### src/rtl/adder_pkg.sv
// Purpose: shared FSM state type and sizing helpers for the chunked serial adder.
// Latency: n/a (types and constant functions only).
// Backpressure: n/a.
package adder_pkg;

    typedef enum logic [1:0] {
        IDLE = 2'd0,
        BUSY = 2'd1,
        DONE = 2'd2
    } state_t;

    // Number of CHUNK-bit slices in a WIDTH-bit operand.
    function automatic int calc_nchunk(input int width, input int chunk);
        return width / chunk;
    endfunction

    // Chunk index width; a single-chunk build still needs a 1-bit index.
    function automatic int calc_idx_w(input int nchunk);
        return (nchunk > 1) ? $clog2(nchunk) : 1;
    endfunction

endpackage

### src/rtl/chunk_adder_cell.sv
// Purpose: combinational CHUNK-bit ripple adder built from full-adder cells.
// Latency: 0 cycles (pure combinational).
// Backpressure: none; no handshake at this level.
module chunk_adder_cell
    import adder_pkg::*;
#(
    parameter int CHUNK = 2
) (
    input  logic [CHUNK-1:0] x,
    input  logic [CHUNK-1:0] y,
    input  logic             ci,
    output logic [CHUNK-1:0] s,
    output logic             co
);

    logic [CHUNK:0] c;

    assign c[0] = ci;

    for (genvar i = 0; i < CHUNK; i++) begin : g_fa
        assign s[i]   = x[i] ^ y[i] ^ c[i];
        assign c[i+1] = (x[i] & y[i]) | (c[i] & (x[i] ^ y[i]));
    end

    assign co = c[CHUNK];

endmodule

### src/rtl/chunked_serial_adder.sv
// Purpose: WIDTH-bit a+b+cin summed CHUNK bits per cycle, carry registered between chunks (ADD_SUB_EN adds a sub port).
// Latency: out_valid rises NCHUNK cycles after the accept edge; one op per NCHUNK+2 cycles.
// Backpressure: result held in DONE while out_ready=0; in_ready stays low until the result is taken.
module chunked_serial_adder
    import adder_pkg::*;
#(
    parameter int WIDTH = 8,
    parameter int CHUNK = 2
) (
    input  logic             clk,
    input  logic             rst_n,
    input  logic             in_valid,
    output logic             in_ready,
    input  logic [WIDTH-1:0] a,
    input  logic [WIDTH-1:0] b,
    input  logic             cin,
`ifdef ADD_SUB_EN
    input  logic             sub,
`endif
    output logic             out_valid,
    input  logic             out_ready,
    output logic [WIDTH-1:0] sum,
    output logic             cout
);

    localparam int NCHUNK = calc_nchunk(WIDTH, CHUNK);
    localparam int IDX_W  = calc_idx_w(NCHUNK);
    localparam logic [IDX_W-1:0] LAST_IDX = IDX_W'(NCHUNK - 1);

    if (CHUNK < 1 || CHUNK > WIDTH || (WIDTH % CHUNK) != 0) begin : g_bad_cfg
        $error("chunked_serial_adder: WIDTH must be a non-zero multiple of CHUNK");
    end

    state_t             state_q, state_d;
    logic [WIDTH-1:0]   a_q, b_q, sum_q;
    logic               carry_q, cout_q;
    logic [IDX_W-1:0]   idx_q;

    logic [WIDTH-1:0]   b_load;
    logic               carry_load;
    int                 base;
    logic [CHUNK-1:0]   a_chunk, b_chunk, chunk_s;
    logic               chunk_co;

    // Operand conditioning at accept: subtraction is a + ~b + 1, cin ignored.
    always_comb begin
        b_load     = b;
        carry_load = cin;
`ifdef ADD_SUB_EN
        if (sub) begin
            b_load     = ~b;
            carry_load = 1'b1;
        end
`endif
    end

    assign base    = int'(idx_q) * CHUNK;
    assign a_chunk = a_q[base +: CHUNK];
    assign b_chunk = b_q[base +: CHUNK];

    chunk_adder_cell #(.CHUNK(CHUNK)) u_cell (
        .x  (a_chunk),
        .y  (b_chunk),
        .ci (carry_q),
        .s  (chunk_s),
        .co (chunk_co)
    );

    // FSM state register.
    always_ff @(posedge clk or negedge rst_n) begin
        if (!rst_n) begin
            state_q <= IDLE;
        end else begin
            state_q <= state_d;
        end
    end

    // Next-state and handshake outputs, decoded straight from the state.
    always_comb begin
        state_d   = state_q;
        in_ready  = 1'b0;
        out_valid = 1'b0;
        case (state_q)
            IDLE: begin
                in_ready = 1'b1;
                if (in_valid) state_d = BUSY;
            end
            BUSY: begin
                if (idx_q == LAST_IDX) state_d = DONE;
            end
            DONE: begin
                out_valid = 1'b1;
                if (out_ready) state_d = IDLE;
            end
            default: state_d = IDLE;
        endcase
    end

    // Datapath: latch operands on accept, then one chunk per BUSY cycle.
    always_ff @(posedge clk or negedge rst_n) begin
        if (!rst_n) begin
            a_q     <= '0;
            b_q     <= '0;
            carry_q <= 1'b0;
            idx_q   <= '0;
            sum_q   <= '0;
            cout_q  <= 1'b0;
        end else begin
            case (state_q)
                IDLE: begin
                    if (in_valid) begin
                        a_q     <= a;
                        b_q     <= b_load;
                        carry_q <= carry_load;
                        idx_q   <= '0;
                    end
                end
                BUSY: begin
                    sum_q[base +: CHUNK] <= chunk_s;
                    carry_q              <= chunk_co;
                    idx_q                <= idx_q + IDX_W'(1);
                    if (idx_q == LAST_IDX) cout_q <= chunk_co;
                end
                default: ;
            endcase
        end
    end

    assign sum  = sum_q;
    assign cout = cout_q;

endmodule

### config.mk
export PLATFORM = sky130hd
export DESIGN_NAME = chunked_serial_adder
export DESIGN_NICKNAME = d
export VERILOG_FILES = /design/src/rtl/adder_pkg.sv /design/src/rtl/chunk_adder_cell.sv /design/src/rtl/chunked_serial_adder.sv
export SDC_FILE = /design/constraint.sdc
export NUM_CORES = 1
export LEC_CHECK = 0
export CELL_PAD_IN_SITES_DETAIL_PLACEMENT = 0
export CELL_PAD_IN_SITES_GLOBAL_PLACEMENT = 1
export CORE_ASPECT_RATIO = 1.4
export CORE_MARGIN = 2
export CORE_UTILIZATION = 36
export DETAILED_ROUTE_END_ITERATION = 10
export PLACE_DENSITY = 0.73
export SLEW_MARGIN = 5
export SYNTH_ARGS = -nofsm -noshare
export SYNTH_HDL_FRONTEND = slang
export SYNTH_SLANG_ARGS = --single-unit
### constraint.sdc
create_clock -name clk -period 2.5 [get_ports clk]
set_input_delay 0.5 -clock clk [delete_from_list [all_inputs] [get_ports clk]]
set_output_delay 0.5 -clock clk [all_outputs]
set_load 0.1 [all_outputs]
==> impl_metrics.py, run 1 <==
metrics = {
    "status": {
        "status": "finished clean",
    },
    "place": {
        "dpl.cell_count": 189,
        "port_buffers": 31,
        "place_area_sq_mm": 0.00182,
        "place.gp.congestion": 0.764,
        "detailedPlacementHpwl_mm": 2.00,
        "pre_cts_ws_ns": 0.0305,
    },
    "clock_tree": {
        "root_buffer": "clkbuf_8",
        "clkSlewWorstSetupHoldPaths_ns": 0.06,
        "cts.sinks": 30,
        "hold_buffers": 0,
        "insertion_delay_ns": 0.28,
        "cts_buffer_depth": 2,
        "cts_buffers": 5,
        "tritoncts": "done",
        "htreeDepth": 2,
    },
    "grt": {
        "grt_use_total": 0.130,
        "overflow": 0,
        "grt_pass1_vias": 981,
        "antenna_found_initial": 0,
        "grt_pass1_wl_mm": 4.46,
        "grt_max_degree": 31,
    },
    "worst_setup_path": {
        "cp_slowest_stage_delay_ns": 0.52,
        "critPathArrivalTime_ns": 2.61,
        "path_class": "flip-flop to flip-flop",
        "critPathRequiredTime_ns": 2.73,
        "crit_chain": "mux4_2, fa_1, fa_1, inv_1, nor4b_2, mux2_2",
        "crit_fanout": 3,
        "slowest_stage": "mux4_2",
        "crit_path_end_kind": "flip-flop",
        "startpoint_type": "flip-flop",
        "cpMostUsedCell": "fa_1",
    },
    "route": {
        "wl_met1_mm": 1.11,
        "dr.pass1.iters": 4,
        "drc": 0,
        "drt_first_iter_violations": 25,
        "vias": 977,
        "post_drt_wl_per_cell_um": 13.5,
        "route.top_layer_used": "met4",
        "drt_wl_total_mm": 2.67,
        "wl_met2_mm": 1.38,
        "avgViaCountPerCell": 4.93,
        "drtAntennaViolNets": 0,
        "wl_met3_um": 140,
    },
    "layout": {
        "final_cell_mix": "dfrtp_1, clkdlybuf4s50_1, mux2_2",
        "multi_input_comb_area_sq_um": 684,
        "syn_to_final_growth_pct": 30.8,
        "fill_cells": 379,
        "seq_area_sq_um": 752,
        "diodes": 0,
        "drive_gt1_frac": 0.335,
        "final_cell_area_sq_mm": 0.00193,
        "final_nets": 183,
        "final_cells": 198,
        "final_common_cell": "dfrtp_1",
    },
    "synthesis": {
        "synth.largest_area_cell": "dfrtp_1",
        "netlist_area_sq_mm": 0.00148,
        "yosysWarnings": 0,
        "synthesis.nets": 143,
        "synth_seq_cells": 30,
        "synthTopCellsByArea": "dfrtp_1, mux2_2, mux4_2",
        "ys_types": 23,
        "synth-seq-area-share": 0.508,
        "syn_inst": 114,
        "netlist.area_leader.share": 0.508,
        "avgSynthCellArea_sq_um": 13.0,
    },
    "sta": {
        "hold_viol_final": 0,
        "worst_slew_pin_slew_ns": 0.393,
        "finalCriticalPeriod_ns": 2.38,
        "fin_worst_skew_ns": 0.00532,
        "finalSetupTns_ns": 0,
        "min_period_over_period": 0.951,
        "slew_headroom": 0.738,
        "rsz0062_at_grt": "no",
        "setup_viol": 0,
        "fin_ws_ns": 0.122,
        "max_freq_ghz": 0.421,
        "maxSlewViolCount": 0,
    },
    "floorplanning": {
        "start_util": 0.374,
        "die-area_sq_mm": 0.00464,
        "die_h_um": 79.8,
        "fp.coreArea_sq_mm": 0.00395,
        "dieWidth_um": 58.1,
        "rows": 27,
        "pin_count": 32,
    },
    "flow_run": {
        "drv_cap": 0,
    },
    "worst_hold_path": {
        "hold_class": "flip-flop to flip-flop",
    },
}
==> registers in the layout, summed over array words and instances, names as in the netlist <==
| name | count |
|---|---|
| carry_q | 1 |
| idx_q | 2 |
| sum | 8 |
| cout | 1 |
| a_q | 8 |
| b_q | 8 |
| state_q | 2 |
==> kinds of logic (layout without fill, tap and decap cells) <==
group / count (synthesis) / in the layout / share of synthesized area
muxes: 24 / 24 / 0.213
and+or+nand+nor: 31 / 31 / 0.119
AOI/OAI and AO/OA: 11 / 11 / 0.0441
DFF: 30 / 30 / 0.508
adders and majority gates: 8 / 8 / 0.0780
buffers and inverters: 10 / 51 / 0.0373
==> metal layers <==
layer / global-route usage / vias up
met2: 0.222 / 25
met5: 0 / -
met1: 0.143 / 467
met4: 0.0558 / 0
met3: 0.0454 / 5
li1: - / 480
==> cells in the mapped netlist (all sizes together) <==
library cell,n
nand2,11
mux2i,1
inv,6
buf,4
nand2b,2
nor3b,1
o21ai,7
mux4,4
o41ai,2
mux2,19
nor4bb,1
nand3b,3
nor4b,2
fa,2
ha,6
nand3,4
nor2,5
dfrtp,30
nor2b,2
a21oi,1
a22oi,1
==> worst paths after layout <==
check                                  end  slack [ns]  cells after the start  startpoint
worst max register to register      sum[5]        0.12                      6    idx_q[0]
worst min register to register      sum[3]        0.48                      2      sum[3]
worst max-delay path                sum[5]        0.12                      6    idx_q[0]
worst min-delay path                sum[3]        0.48                      2      sum[3]
min in group asynchronous       state_q[1]        0.60                      2       rst_n
max in group asynchronous         idx_q[0]        1.59                      2       rst_n
==> critical path, delay by kind of cell (launching register included) <==
kind | cells | cell delay, ns
muxes | 2 | 0.71
buffers and inverters | 1 | 0.08
and+or+nand+nor | 1 | 0.21
DFF | 1 | 0.39
adders and majority gates | 2 | 0.94
==> what timing repair did <==
action / 4_1_cts / 5_1_grt
setup buffers: 0 / 1
hold endpoints to repair: 0 / 0
resized for setup: 0 / 3
endpoints found under the setup margin: 0 / 2
==> cell type report <==
class                      count  share of cell area
clock inverter                 1             0.00259
timing repair buffer          37               0.170
clock buffer                   7              0.0447
sequential                    30               0.389
inverter                       6              0.0117
multi-input combinational     74               0.354
tap                           43              0.0278
==> through the flow <==
stage / hold slack, ns / utilization
6_report: 0.478 / 0.489
5_1_grt: 0.504 / 0.489
4_1_cts: 0.487 / 0.483
3_3_place_gp: 0.464 / 0.460
3_5_place_dp: 0.472 / 0.460
2_1_floorplan: 0.204 / -
Power of run 1 is left out: the tool's default activity adds up to more than one toggle a clock period on the data nets, which glitch-free logic cannot reach.
==> run 2, diff against run 1 <==
--- a/config.mk
+++ b/config.mk
@@ -9,9 +9,10 @@
 export CELL_PAD_IN_SITES_GLOBAL_PLACEMENT = 1
 export CORE_ASPECT_RATIO = 1.4
 export CORE_MARGIN = 2
-export CORE_UTILIZATION = 36
+export CORE_UTILIZATION = 37
 export DETAILED_ROUTE_END_ITERATION = 10
-export PLACE_DENSITY = 0.73
+export DONT_BUFFER_PORTS = 1
+export PLACE_DENSITY = 0.61
 export SLEW_MARGIN = 5
 export SYNTH_ARGS = -nofsm -noshare
 export SYNTH_HDL_FRONTEND = slang
==> constraint.sdc (replaced) <==
create_clock -name clk -period 2.5 [get_ports clk]
set_input_delay 0.625 -clock clk [delete_from_list [all_inputs] [get_ports clk]]
set_output_delay 0.625 -clock clk [all_outputs]
set_load 0.1 [all_outputs]
==> run 2 against run 1 <==
  * First-iteration DRC count increased by 16%
  * Setup slack got worse by 0.018 ns
  * Non-clock buffer count decreased by 24
  * Final cell count decreased by 13%
  * Maximum frequency decreased by 0.75%
  * Sequential share of layout area increased by 5.6 points
  * Largest cell class unchanged
==> impl_metrics.py, run 2 (synthesis gave the netlist of run 1 again) <==
metrics = {
    "route": {
        "drtAntennaViolNets": 0,
        "drc": 0,
        "drt_first_iter_violations": 29,
        "drt_wl_total_mm": 2.65,
        "post_drt_wl_per_cell_um": 15.3,
        "vias": 901,
        "avgViaCountPerCell": 5.21,
        "dr.pass1.iters": 4,
    },
    "layout": {
        "final_common_cell": "dfrtp_1",
        "drive_gt1_frac": 0.369,
        "fill_cells": 372,
        "final_cells": 173,
        "final_nets": 159,
        "syn_to_final_growth_pct": 14.3,
        "diodes": 0,
        "final_cell_mix": "dfrtp_1, mux2_2, buf_4",
    },
    "floorplanning": {
        "start_util": 0.380,
        "die_h_um": 78.7,
        "dieWidth_um": 57.4,
        "rows": 27,
        "fp.coreArea_sq_mm": 0.00388,
        "die-area_sq_mm": 0.00452,
        "pin_count": 32,
    },
    "clock_tree": {
        "clkSlewWorstSetupHoldPaths_ns": 0.06,
        "tritoncts": "done",
        "cts_buffers": 5,
        "root_buffer": "clkbuf_8",
        "htreeDepth": 2,
        "cts_buffer_depth": 2,
        "cts.sinks": 30,
        "hold_buffers": 0,
        "insertion_delay_ns": 0.27,
    },
    "worst_setup_path": {
        "cp_slowest_stage_delay_ns": 0.52,
        "timing.rr.end": "sum[7]",
        "r2r-start": "idx_q[0]",
        "critPathArrivalTime_ns": 2.55,
        "slowest_stage": "mux4_2",
        "crit_path_end_kind": "flip-flop",
        "r2r_cells": 5,
        "startpoint_type": "flip-flop",
        "critPathRequiredTime_ns": 2.65,
        "cpMostUsedCell": "fa_1",
        "crit_fanout": 4,
        "crit_chain": "mux4_2, fa_1, fa_1, inv_1, o41ai_1",
        "path_class": "flip-flop to flip-flop",
        "ff2ff_setup_slack_ns": 0.10,
    },
    "grt": {
        "overflow": 0,
        "grt_pass1_wl_mm": 4.53,
        "grt_use_total": 0.132,
        "antenna_found_initial": 0,
        "grt_pass1_vias": 987,
        "grt_max_degree": 31,
    },
    "place": {
        "port_buffers": 0,
        "dpl.cell_count": 165,
        "detailedPlacementHpwl_mm": 2.07,
        "place.gp.congestion": 0.735,
    },
    "sta": {
        "setup_viol": 0,
        "finalCriticalPeriod_ns": 2.40,
        "worst_slew_pin_slew_ns": 0.921,
        "min_period_over_period": 0.958,
        "hold_viol_final": 0,
        "fin_worst_skew_ns": 0.00296,
        "max_freq_ghz": 0.417,
        "maxSlewViolCount": 0,
        "rsz0062_at_grt": "no",
        "finalSetupTns_ns": 0,
        "slew_headroom": 0.386,
    },
    "worst_hold_path": {
        "hold_class": "primary input to async pin",
    },
    "flow_run": {
        "drv_cap": 0,
    },
    "status": {
        "status": "finished clean",
    },
}
## run 2: cell types whose count changed in the layout (fill, tap and decap cells not counted), sizes merged
cell           change
clkbuf             -2
buf                -4
clkdlybuf4s50     -20
clkinv             +1
## run 2: final cells by class
cell class,instances,area (sq um),share of cell area
clock buffers,5,68.8,0.0408
clock inverters,2,10.0,0.00593
inverters,6,22.5,0.0133
multi-input cells,74,683,0.405
flip-flops and latches,30,752,0.446
well taps,43,53.8,0.0319
repair buffers,13,97.6,0.0578
## run 2: worst max-delay path by stage
stage | endpoint | startpoint | cells past startpoint
3_5_place_dp | sum[5] | idx_q[0] | 6
3_3_place_gp | sum[5] | idx_q[0] | 6
2_1_floorplan | sum[5] | idx_q[0] | 7
5_1_grt | sum[7] | idx_q[0] | 5
6_report | sum[7] | idx_q[0] | 5
4_1_cts | sum[5] | idx_q[0] | 6
## run 2: timing repair
item | 4_1_cts | 5_1_grt
endpoints found under the hold margin | 0 | 0
setup buffers | 0 | 1
endpoints found under the setup margin | 1 | 1
resized for setup | 1 | 2
## run 2: layer usage
metal,GRT usage,vias up,routed length [um]
met5,0,-,0
met4,0.0651,0,57
met3,0.0456,6,128
met2,0.222,22,1480
met1,0.147,441,979
li1,-,432,-
## run 2: stage by stage
stage          instance area [sq um]  hold slack (ns)   util  worst slack (ns)
2_1_floorplan                   1480            0.329      -            0.0185
3_3_place_gp                    1590            0.331  0.409            0.0786
3_5_place_dp                    1590            0.331  0.409            0.0144
4_1_cts                         1670           0.0285  0.430            0.0519
5_1_grt                         1690           0.0237  0.434           0.00984
6_report                        1690           0.0429  0.434             0.104
## run 2: critical path: cells and delay by family (launching register included)
kind	cells	cell delay, ns
AOI/OAI and AO/OA	1	0.36
DFF	1	0.40
buffers and inverters	1	0.07
adders and majority gates	2	0.92
muxes	1	0.52
Power of run 2 is left out for the same reason.
